File: config.mk
export PLATFORM = sky130hd
export DESIGN_NAME = wb_host_sequencer_flat
export DESIGN_NICKNAME = d
export VERILOG_FILES = /design/src/rtl/wb_seq_pkg.sv /design/src/rtl/wb_host_sequencer_if.sv /design/src/rtl/wb_ack_timer.sv /design/src/rtl/wb_host_sequencer.sv /design/src/flat_wrapper.sv
export SDC_FILE = /design/constraint.sdc
export NUM_CORES = 1
export LEC_CHECK = 0
export ABC_AREA = 1
export CAP_MARGIN = 20
export CORE_ASPECT_RATIO = 0.8
export CORE_MARGIN = 4
export CORE_UTILIZATION = 40
export CTS_CLUSTER_DIAMETER = 30
export DETAILED_ROUTE_END_ITERATION = 10
export PLACE_DENSITY = 0.73
export SETUP_SLACK_MARGIN = 0.1
export SYNTH_ARGS = -nofsm -noshare
export SYNTH_HDL_FRONTEND = slang
export SYNTH_SLANG_ARGS = --single-unit
File: constraint.sdc
create_clock -name clk -period 1.88 [get_ports clk]
set_input_delay 0.47 -clock clk [delete_from_list [all_inputs] [get_ports clk]]
set_output_delay 0.47 -clock clk [all_outputs]
set_load 0.02 [all_outputs]
File: src/rtl/wb_seq_pkg.sv
// Shared types and constants for the Wishbone host sequencer: command encodings,
// FSM states, bus addresses and the address map helper.
package wb_seq_pkg;

    typedef enum logic [1:0] {
        OP_LOAD_W   = 2'b00,
        OP_LOAD_D   = 2'b01,
        OP_READ_RES = 2'b10,
        OP_READ_ID  = 2'b11
    } op_t;

    typedef enum logic [2:0] {
        S_IDLE,
        S_FETCH,
        S_WRITE,
        S_RD_A,
        S_RD_B,
        S_RD_GAP,
        S_DONE
    } state_t;

    localparam logic [7:0] W_BASE = 8'h51;
    localparam logic [7:0] D_LO   = 8'hC0;
    localparam logic [7:0] D_HI   = 8'hC8;
    localparam logic [7:0] RES    = 8'hA0;
    localparam logic [7:0] ID0    = 8'h81;

    localparam int W_WORDS   = 3;
    localparam int D_WORDS   = 2;
    localparam int RES_WORDS = 1;
    localparam int ID_WORDS  = 3;

    function automatic logic [1:0] last_k(input op_t op);
        case (op)
            OP_LOAD_W:   return 2'(W_WORDS - 1);
            OP_LOAD_D:   return 2'(D_WORDS - 1);
            OP_READ_RES: return 2'(RES_WORDS - 1);
            default:     return 2'(ID_WORDS - 1);
        endcase
    endfunction

    // Bus address of word k of a command; weights use three consecutive slots per engine.
    function automatic logic [7:0] seq_addr(input op_t op, input logic [2:0] sel,
                                            input logic [1:0] k);
        case (op)
            OP_LOAD_W:   return W_BASE + ({6'd0, sel[1:0]} * 8'd3) + {6'd0, k};
            OP_LOAD_D:   return ((k == 2'd0) ? D_LO : D_HI) | {5'd0, sel};
            OP_READ_RES: return RES;
            default:     return ID0 + {6'd0, k};
        endcase
    endfunction

endpackage

File: src/rtl/wb_host_sequencer_if.sv
// Bus bundle of the sequencer: the Wishbone master signals and the incoming write-word stream.
interface wb_host_sequencer_if;
    // Stream: a word moves in the cycle where s_valid && s_ready; s_data must be stable while
    // s_valid is high. Wishbone: a write ends in the cycle where cyc && str && we && ack; reads
    // are never acknowledged and use fixed two-cycle timing.
    logic        cyc;
    logic        str;
    logic        we;
    logic [7:0]  addr;
    logic [31:0] data_out;
    logic [31:0] data_in;
    logic        ack;
    logic        s_valid;
    logic [31:0] s_data;
    logic        s_ready;

    modport master (
        output cyc, str, we, addr, data_out, s_ready,
        input  data_in, ack, s_valid, s_data
    );

    modport slave (
        input  cyc, str, we, addr, data_out, s_ready,
        output data_in, ack, s_valid, s_data
    );
endinterface

File: src/rtl/wb_ack_timer.sv
// Saturating count of unacknowledged write cycles; flags the last permitted cycle.
module wb_ack_timer #(
    parameter int TIMEOUT = 15
) (
    input  logic clk,
    input  logic rst,
    input  logic clr,
    input  logic inc,
    output logic expired
);
    localparam int W = $clog2(TIMEOUT + 1);

    logic [W-1:0] count;

    always_ff @(posedge clk or negedge rst) begin
        if (!rst) begin
            count <= '0;
        end else if (clr) begin
            count <= '0;
        end else if (inc && (count != W'(TIMEOUT))) begin
            count <= count + W'(1);
        end
    end

    // High during the TIMEOUT-th waiting cycle, so the FSM aborts at the end of that cycle.
    assign expired = (count >= W'(TIMEOUT - 1));
endmodule

File: src/rtl/wb_host_sequencer.sv
// Command sequencer: LOAD_W/LOAD_D stream words into Wishbone writes, READ_RES/READ_ID issue
// fixed-timing Wishbone reads returned as r_valid pulses.
module wb_host_sequencer
    import wb_seq_pkg::*;
#(
    parameter int TIMEOUT = 15
) (
    input  logic                clk,
    input  logic                rst,
    input  logic                start,
    input  logic [1:0]          op,
    input  logic [2:0]          sel,
    wb_host_sequencer_if.master bus,
    output logic                r_valid,
    output logic [31:0]         r_data,
    output logic                busy,
    output logic                done,
    output logic                err,
    output state_t              dbg_state
);
    state_t      state, state_nx;
    op_t         op_r;
    logic [2:0]  sel_r;
    logic [1:0]  k, k_inc;
    logic        err_r;
    logic [7:0]  addr_q;
    logic [31:0] data_out_q;
    logic        cyc_c, we_c, s_ready_c;
    logic        tmr_clr, tmr_inc, tmr_expired;

    assign k_inc   = (k == 2'd3) ? k : k + 2'd1;
    assign tmr_clr = (state == S_FETCH) && bus.s_valid;
    assign tmr_inc = (state == S_WRITE);

    wb_ack_timer #(.TIMEOUT(TIMEOUT)) u_timer (
        .clk     (clk),
        .rst     (rst),
        .clr     (tmr_clr),
        .inc     (tmr_inc),
        .expired (tmr_expired)
    );

    always_ff @(posedge clk or negedge rst) begin
        if (!rst) state <= S_IDLE;
        else      state <= state_nx;
    end

    always_comb begin
        state_nx  = state;
        cyc_c     = 1'b0;
        we_c      = 1'b0;
        s_ready_c = 1'b0;
        busy      = 1'b1;
        done      = 1'b0;
        err       = 1'b0;
        case (state)
            S_IDLE: begin
                busy = 1'b0;
                if (start) state_nx = op[1] ? S_RD_A : S_FETCH;
            end
            S_FETCH: begin
                s_ready_c = 1'b1;
                if (bus.s_valid) state_nx = S_WRITE;
            end
            S_WRITE: begin
                cyc_c = 1'b1;
                we_c  = 1'b1;
                if (bus.ack)          state_nx = (k == last_k(op_r)) ? S_DONE : S_FETCH;
                else if (tmr_expired) state_nx = S_DONE;
            end
            S_RD_A: begin
                cyc_c    = 1'b1;
                state_nx = S_RD_B;
            end
            S_RD_B: begin
                cyc_c    = 1'b1;
                state_nx = (k == last_k(op_r)) ? S_DONE : S_RD_GAP;
            end
            S_RD_GAP: state_nx = S_RD_A;
            S_DONE: begin
                done     = 1'b1;
                err      = err_r;
                state_nx = S_IDLE;
            end
            default: state_nx = S_IDLE;
        endcase
    end

    // Address is loaded one cycle ahead of each bus access and otherwise holds.
    always_ff @(posedge clk or negedge rst) begin
        if (!rst) begin
            op_r       <= OP_LOAD_W;
            sel_r      <= 3'd0;
            k          <= 2'd0;
            err_r      <= 1'b0;
            addr_q     <= 8'd0;
            data_out_q <= 32'd0;
            r_data     <= 32'd0;
            r_valid    <= 1'b0;
        end else begin
            r_valid <= (state == S_RD_B);
            case (state)
                S_IDLE: if (start) begin
                    op_r  <= op_t'(op);
                    sel_r <= sel;
                    k     <= 2'd0;
                    err_r <= 1'b0;
                    if (op[1]) addr_q <= seq_addr(op_t'(op), sel, 2'd0);
                end
                S_FETCH: if (bus.s_valid) begin
                    data_out_q <= bus.s_data;
                    addr_q     <= seq_addr(op_r, sel_r, k);
                end
                S_WRITE: begin
                    if (bus.ack)          k     <= k_inc;
                    else if (tmr_expired) err_r <= 1'b1;
                end
                S_RD_B: begin
                    r_data <= bus.data_in;
                    k      <= k_inc;
                end
                S_RD_GAP: addr_q <= seq_addr(op_r, sel_r, k);
                default: ;
            endcase
        end
    end

    assign bus.cyc      = cyc_c;
    assign bus.str      = cyc_c;
    assign bus.we       = we_c;
    assign bus.addr     = addr_q;
    assign bus.data_out = data_out_q;
    assign bus.s_ready  = s_ready_c;
    assign dbg_state    = state;
endmodule

File: src/flat_wrapper.sv
// flat-port wrapper written by rule: the top's interface ports become plain ports
module wb_host_sequencer_flat import wb_seq_pkg::*;
#(
    parameter int TIMEOUT = 15
)
  (clk, rst, start, op, sel, r_valid, r_data, busy, done, err, dbg_state, bus_cyc, bus_str, bus_we, bus_addr, bus_data_out, bus_s_ready, bus_data_in, bus_ack, bus_s_valid, bus_s_data);
  wb_host_sequencer_if bus_i ();
  input  logic clk;
  input  logic rst;
  input  logic start;
  input  logic [1:0] op;
  input  logic [2:0] sel;
  output logic r_valid;
  output logic [31:0] r_data;
  output logic busy;
  output logic done;
  output logic err;
  output state_t dbg_state;
  output wire logic [$bits(bus_i.cyc)-1:0] bus_cyc;
  output wire logic [$bits(bus_i.str)-1:0] bus_str;
  output wire logic [$bits(bus_i.we)-1:0] bus_we;
  output wire logic [$bits(bus_i.addr)-1:0] bus_addr;
  output wire logic [$bits(bus_i.data_out)-1:0] bus_data_out;
  output wire logic [$bits(bus_i.s_ready)-1:0] bus_s_ready;
  input wire logic [$bits(bus_i.data_in)-1:0] bus_data_in;
  input wire logic [$bits(bus_i.ack)-1:0] bus_ack;
  input wire logic [$bits(bus_i.s_valid)-1:0] bus_s_valid;
  input wire logic [$bits(bus_i.s_data)-1:0] bus_s_data;
  assign bus_cyc = bus_i.cyc;
  assign bus_str = bus_i.str;
  assign bus_we = bus_i.we;
  assign bus_addr = bus_i.addr;
  assign bus_data_out = bus_i.data_out;
  assign bus_s_ready = bus_i.s_ready;
  assign bus_i.data_in = bus_data_in;
  assign bus_i.ack = bus_ack;
  assign bus_i.s_valid = bus_s_valid;
  assign bus_i.s_data = bus_s_data;
  wb_host_sequencer #(.TIMEOUT(TIMEOUT)) u_core (.clk(clk), .rst(rst), .start(start), .op(op), .sel(sel), .bus(bus_i), .r_valid(r_valid), .r_data(r_data), .busy(busy), .done(done), .err(err), .dbg_state(dbg_state));
endmodule
# == Word level (Yosys, flattened, before mapping) ==
# Index checks and enable logic that the tools add are counted.
# word_totals
ff_bits,88
input_bits,74
output_inout_bits,83
# op_classes
n_addsub,6
mul,2
n_lt_le_gt_ge,1
eq_ne,21
n_mux,35
n_bitwise,1
n_reduce_logical,17
# op_table
cell,count
$pmux 8 s3,3
$mux 8,3
$pmux 3 s6,1
$add 7x4->8 const A,2
$mux 2,8
$mux 3,5
$mux 4,3
$ne 2x2->1 const B,5
$eq 3x3->1 const B,3
$mux 1,9
$add 8x2->8,1
$add 8x2->8 const A,1
$mul 2x2->4 const B,2
$or 8x3->8,1
$reduce_and 4->1,2
$eq 2x2->1 const B,3
$eq 3x2->1 const B,2
$logic_not 2->1,3
$pmux 2 s3,1
$reduce_and 3->1,2
$reduce_bool 3->1,2
$add 4x1->4 const B,1
$eq 2x1->1 const B,2
$eq 2x2->1,2
13 further kinds,16

# == Depth between registers and ports, before layout ==
# depth
ltp_word,8
depth_mapped,11
ltp_nobuf,11

# == Cells and area by module ==
# A second synthesis with hierarchy kept.
# hier_totals
hier_cells,497
area_unflattened_um2,4053.9
# by_module_without_submodules
mod,n_inst,cells_per_inst,area_per_inst_um2,seq_area_each_um2
wb_host_sequencer,1,466,3808.7,2102.0
wb_ack_timer,1,31,245.2,100.1

# == Least setup slack after synthesis ==
# OpenSTA, ideal clock, no wires.
# synth_path
kind,flip-flop to flip-flop
from,reg u_core.k[1]
to,"reg u_core.addr_q[1], in the netlist u_core.bus.addr[1]"
setup_ps,65
t_arrival_ps,1837
required_time_ps,1815
path_slack_ps,-22
path_stages_with_launch,9
period_less_slack_ps,1902
cell_sequence,dfrtp_1 > fa_1 > fa_1 > nand2_1 > nand3_1 > o21ai_0 > nand2_1 > nand3_1 > nand2_1
# synth_via
elab_chain_len,4
elab_cells_between_ends,5
# synth_rtl
element,line,rtl
start: declaration,wb_host_sequencer.sv:24,"logic [1:0] k, k_inc;"
start signal: assignment,wb_host_sequencer.sv:115,if (bus.ack) k <= k_inc;
start signal: assignment,wb_host_sequencer.sv:120,k <= k_inc;
"$add 8x2->8, on equally long branches","wb_seq_pkg.sv:49, wb_seq_pkg.sv:46",
$pmux 8 s3 (*),wb_seq_pkg.sv:45,case (op)
$mux 8,wb_host_sequencer.sv:110,S_FETCH: if (bus.s_valid) begin
$pmux 8 s3 (*),wb_host_sequencer.sv:102,case (state)
end signal: assignment,wb_host_sequencer.sv:108,"if (op[1]) addr_q <= seq_addr(op_t'(op), sel, 2'd0);"
end signal: assignment,wb_host_sequencer.sv:112,"addr_q <= seq_addr(op_r, sel_r, k);"
end signal: assignment,wb_host_sequencer.sv:122,"S_RD_GAP: addr_q <= seq_addr(op_r, sel_r, k);"
end: declaration,wb_host_sequencer.sv:26,logic [7:0] addr_q;
# Mark *: on every way between the ends. The rest lies on a longest branch, timed or not. The select of a mux whose other input is x is not followed.
# A chain may end at the register's enable or synchronous reset.

# == Worst setup path in the final report ==
# Ends and elaborated chain as after synthesis.

==> reports/results.ini <==
[synthesis]
avgSynthCellArea_um2=8.46
ys_ff_latch=88
synth_fp_nets=588
syn-cell-area_mm2=0.00422
yosysMostFrequentCell=nand2_1
synthCells=499
synthFlopType=dfrtp_1
synth_top_area_share_pct=52.2
ys_types=30
synthTopCellsByCount=236 x nand2_1, 88 x dfrtp_1, 51 x nand3_1
synth.area.top_cells=dfrtp_1 52%, nand2_1 21%, nand3_1 6.0%, ha_1 3.9%, inv_1 2.0%
synthArstFlopShare_pct=100
synth_seq_area_share_pct=52.2
synth_edf_count=0
yosysTopAreaCell=dfrtp_1
yosysWarnings=0

[place]
dpl.hpwl_um=8590
gp_congestion=0.946
portBuffers=156

[clock_tree]
cts_buffer_depth=2
ctsHoldBuffers=0
clk_latency_ns=0.33
clock_sinks=88
clk_pin_slew_ns=0.06
cts_tree=done
cts_root_buffer=clkbuf_16
cts_buffers=9
h-tree-depth=3

[worst_hold_path]
min_path_type=primary input to asynchronous set/reset pin

[finish]
postLayoutCoreUtil_pct=64.2
area_delta_synth_final_pct=56.3
drive_gt1_share_pct=15.5
n_fill_cell=855
layout.nets=779
regArea_mm2=0.00220
multi_input_area_mm2=0.00184
diodes=0

[floorplan]
die_w_um=123
die-area_mm2=0.0123
rows=33
start_util_pct=41.1
core_region_area_mm2=0.0103
boundaryPins=157
die_h_um=99.9

[worst_setup_path]
rrSetupSlack_ns=-0.05
crit_fanout=2
cp-start-kind=flop
reg2regPathDepth=8
cp_common_cell=nand2_1
crit_cells=8
crit_chain=fa_1, fa_2, nand2_1, nand3_1, o21ai_1, nand2_1, nand3_1, nand2_1
r2r-start=u_core.k[1]
r2r-end=u_core.bus.addr[1]
crit_path_end_kind=flop
path_class=flop to flop
crit_end=u_core.bus.addr[1]
crit_path_max_incr_delay_ns=0.60
path_buf_inv=0
worstPathArrival_ns=2.16
cpMaxStageDelayCell=fa_1
startpoint=u_core.k[1]
critPathRequiredTime_ns=2.11
crit_family=adder cells

[timing]
fin_ws_ns=-0.0492
final-setup-viol-count=4
tns_ns=-0.0893
fin_crit_ns=1.93
drv_slew=0
rsz0062_at_grt=yes
slew_headroom_pct=73.7
period_share_pct=103
finalHoldViolCount=0
tightest_slew_ns=0.394
fmax_mhz=518
clock_skew_ns=0.00684

[power]
irDropWorstVdd_uv=864
leakage_nw=3.69
power.density_mw_per_mm2=1750

[grt]
grt_pass1_wl_um=19200
grt_max_degree=35
antenna_found_initial=0
overflow=0
grt_pass1_vias=4036
grt_util_all_layers_pct=19.5

[drt]
ant_nets=0
finalWirelength_um=11800
wl_per_cell_um=14.1
drt-initial-drc-count=189
drc=0
vias=3939
first_pass_iters=4
avgViaCountPerCell=4.72

[outcome]
status=finished with violations
failed_checks=setup timing

[run]
max_cap_violations=0

where the power goes:
group / switching (mW) / internal [mW]
logic: 3.69 / 2.74
registers: 0.507 / 2.78
clock network: 0.695 / 1.10
cell usage in the layout (no fill, tap or decap), types with 3 or more instances in the layout:
| cell | instances |
|---|---|
| nand2_1 | 232 |
| dfrtp_1 | 86 |
| clkdlybuf4s50_1 | 74 |
| nand3_1 | 49 |
| dlygate4sd2_1 | 46 |
| buf_4 | 37 |
| dlymetal6s2s_1 | 26 |
| inv_1 | 21 |
| ha_1 | 12 |
| nor2_1 | 11 |
| buf_6 | 11 |
| o21ai_1 | 10 |
| clkbuf_16 | 9 |
| nand2_2 | 8 |
| o21ai_0 | 6 |
| nor2_4 | 5 |
| nand3_2 | 4 |
| inv_2 | 3 |
| nand2_4 | 3 |
| nor2_8 | 3 |
| a21oi_1 | 3 |
| nand3b_1 | 3 |
| clkbuf_1 | 3 |
| buf_12 | 3 |
layer usage:
layer / GRT usage (%) / routed length [um] / vias to the layer above
met5: 0 / 0 / -
met4: 5.94 / 194 / 0
met3: 6.87 / 1120 / 19
met2: 31.5 / 5490 / 151
met1: 24.8 / 4950 / 1829
li1: - / - / 1940
how the worst min path moves through the flow:
stage	from	end	slack, ns	depth (start not counted)
2_1_floorplan	rst	u_core.bus.addr[0]	0.17	0
3_3_place_gp	rst	u_core.r_data[10]	0.42	1
3_5_place_dp	rst	u_core.bus.addr[6]	0.43	1
4_1_cts	rst	u_core.bus.addr[4]	0.06	1
5_1_grt	rst	u_core.bus.addr[4]	0.08	1
6_report	rst	u_core.bus.addr[4]	0.06	1
registers in the layout, indices dropped and copies added (netlist names):
register / count
u_core.bus.addr: 8
u_core.bus.data_out: 32
u_core.dbg_state: 3
u_core.err_r: 1
u_core.k: 2
u_core.op_r: 2
u_core.r_data: 32
u_core.r_valid: 1
u_core.sel_r: 3
u_core.u_timer.count: 4
metrics by stage:
step	hold slack (ns)	power (mW)	std cells	setup slack, ns	instance area [um^2]
after floorplan	0.174	6.83	499	0.0166	4230
after global placement	0.422	9.43	806	-0.0948	6080
after detailed placement	0.426	9.61	806	-0.144	6080
after CTS	0.0585	11.3	828	-0.0405	6390
after global routing	0.0815	12.4	835	-0.165	6600
final	0.0581	11.5	835	-0.0492	6600
layout make-up:
cell class / instances / share of cell area, %
well taps: 140 / 2.66
multi-input cells: 363 / 27.8
repair buffers: 200 / 29.7
clock buffers: 14 / 4.00
inverters: 28 / 1.86
flip-flops and latches: 88 / 33.4
clock inverters: 2 / 0.569
kinds of logic (layout without fill, tap and decap cells):
| group | Yosys count | after routing | synth area share [%] |
|---|---|---|---|
| adder cells (fa/ha/maj) | 15 | 15 | 4.80 |
| flip-flops | 88 | 88 | 52.2 |
| AND/OR/NAND/NOR | 323 | 323 | 33.5 |
| buffers and inverters | 48 | 244 | 5.99 |
| XOR/XNOR | 1 | 1 | 0.208 |
| AO/OA/AOI/OAI | 24 | 24 | 3.35 |
repair_timing:
item | 4_1_cts | 5_1_grt
endpoints found under the setup margin | 59 | 63
resized for setup | 96 | 54
pin swaps | 6 | 8
buffers inserted | 6 | 7
No activity file was read; power rests on OpenSTA's default activity.
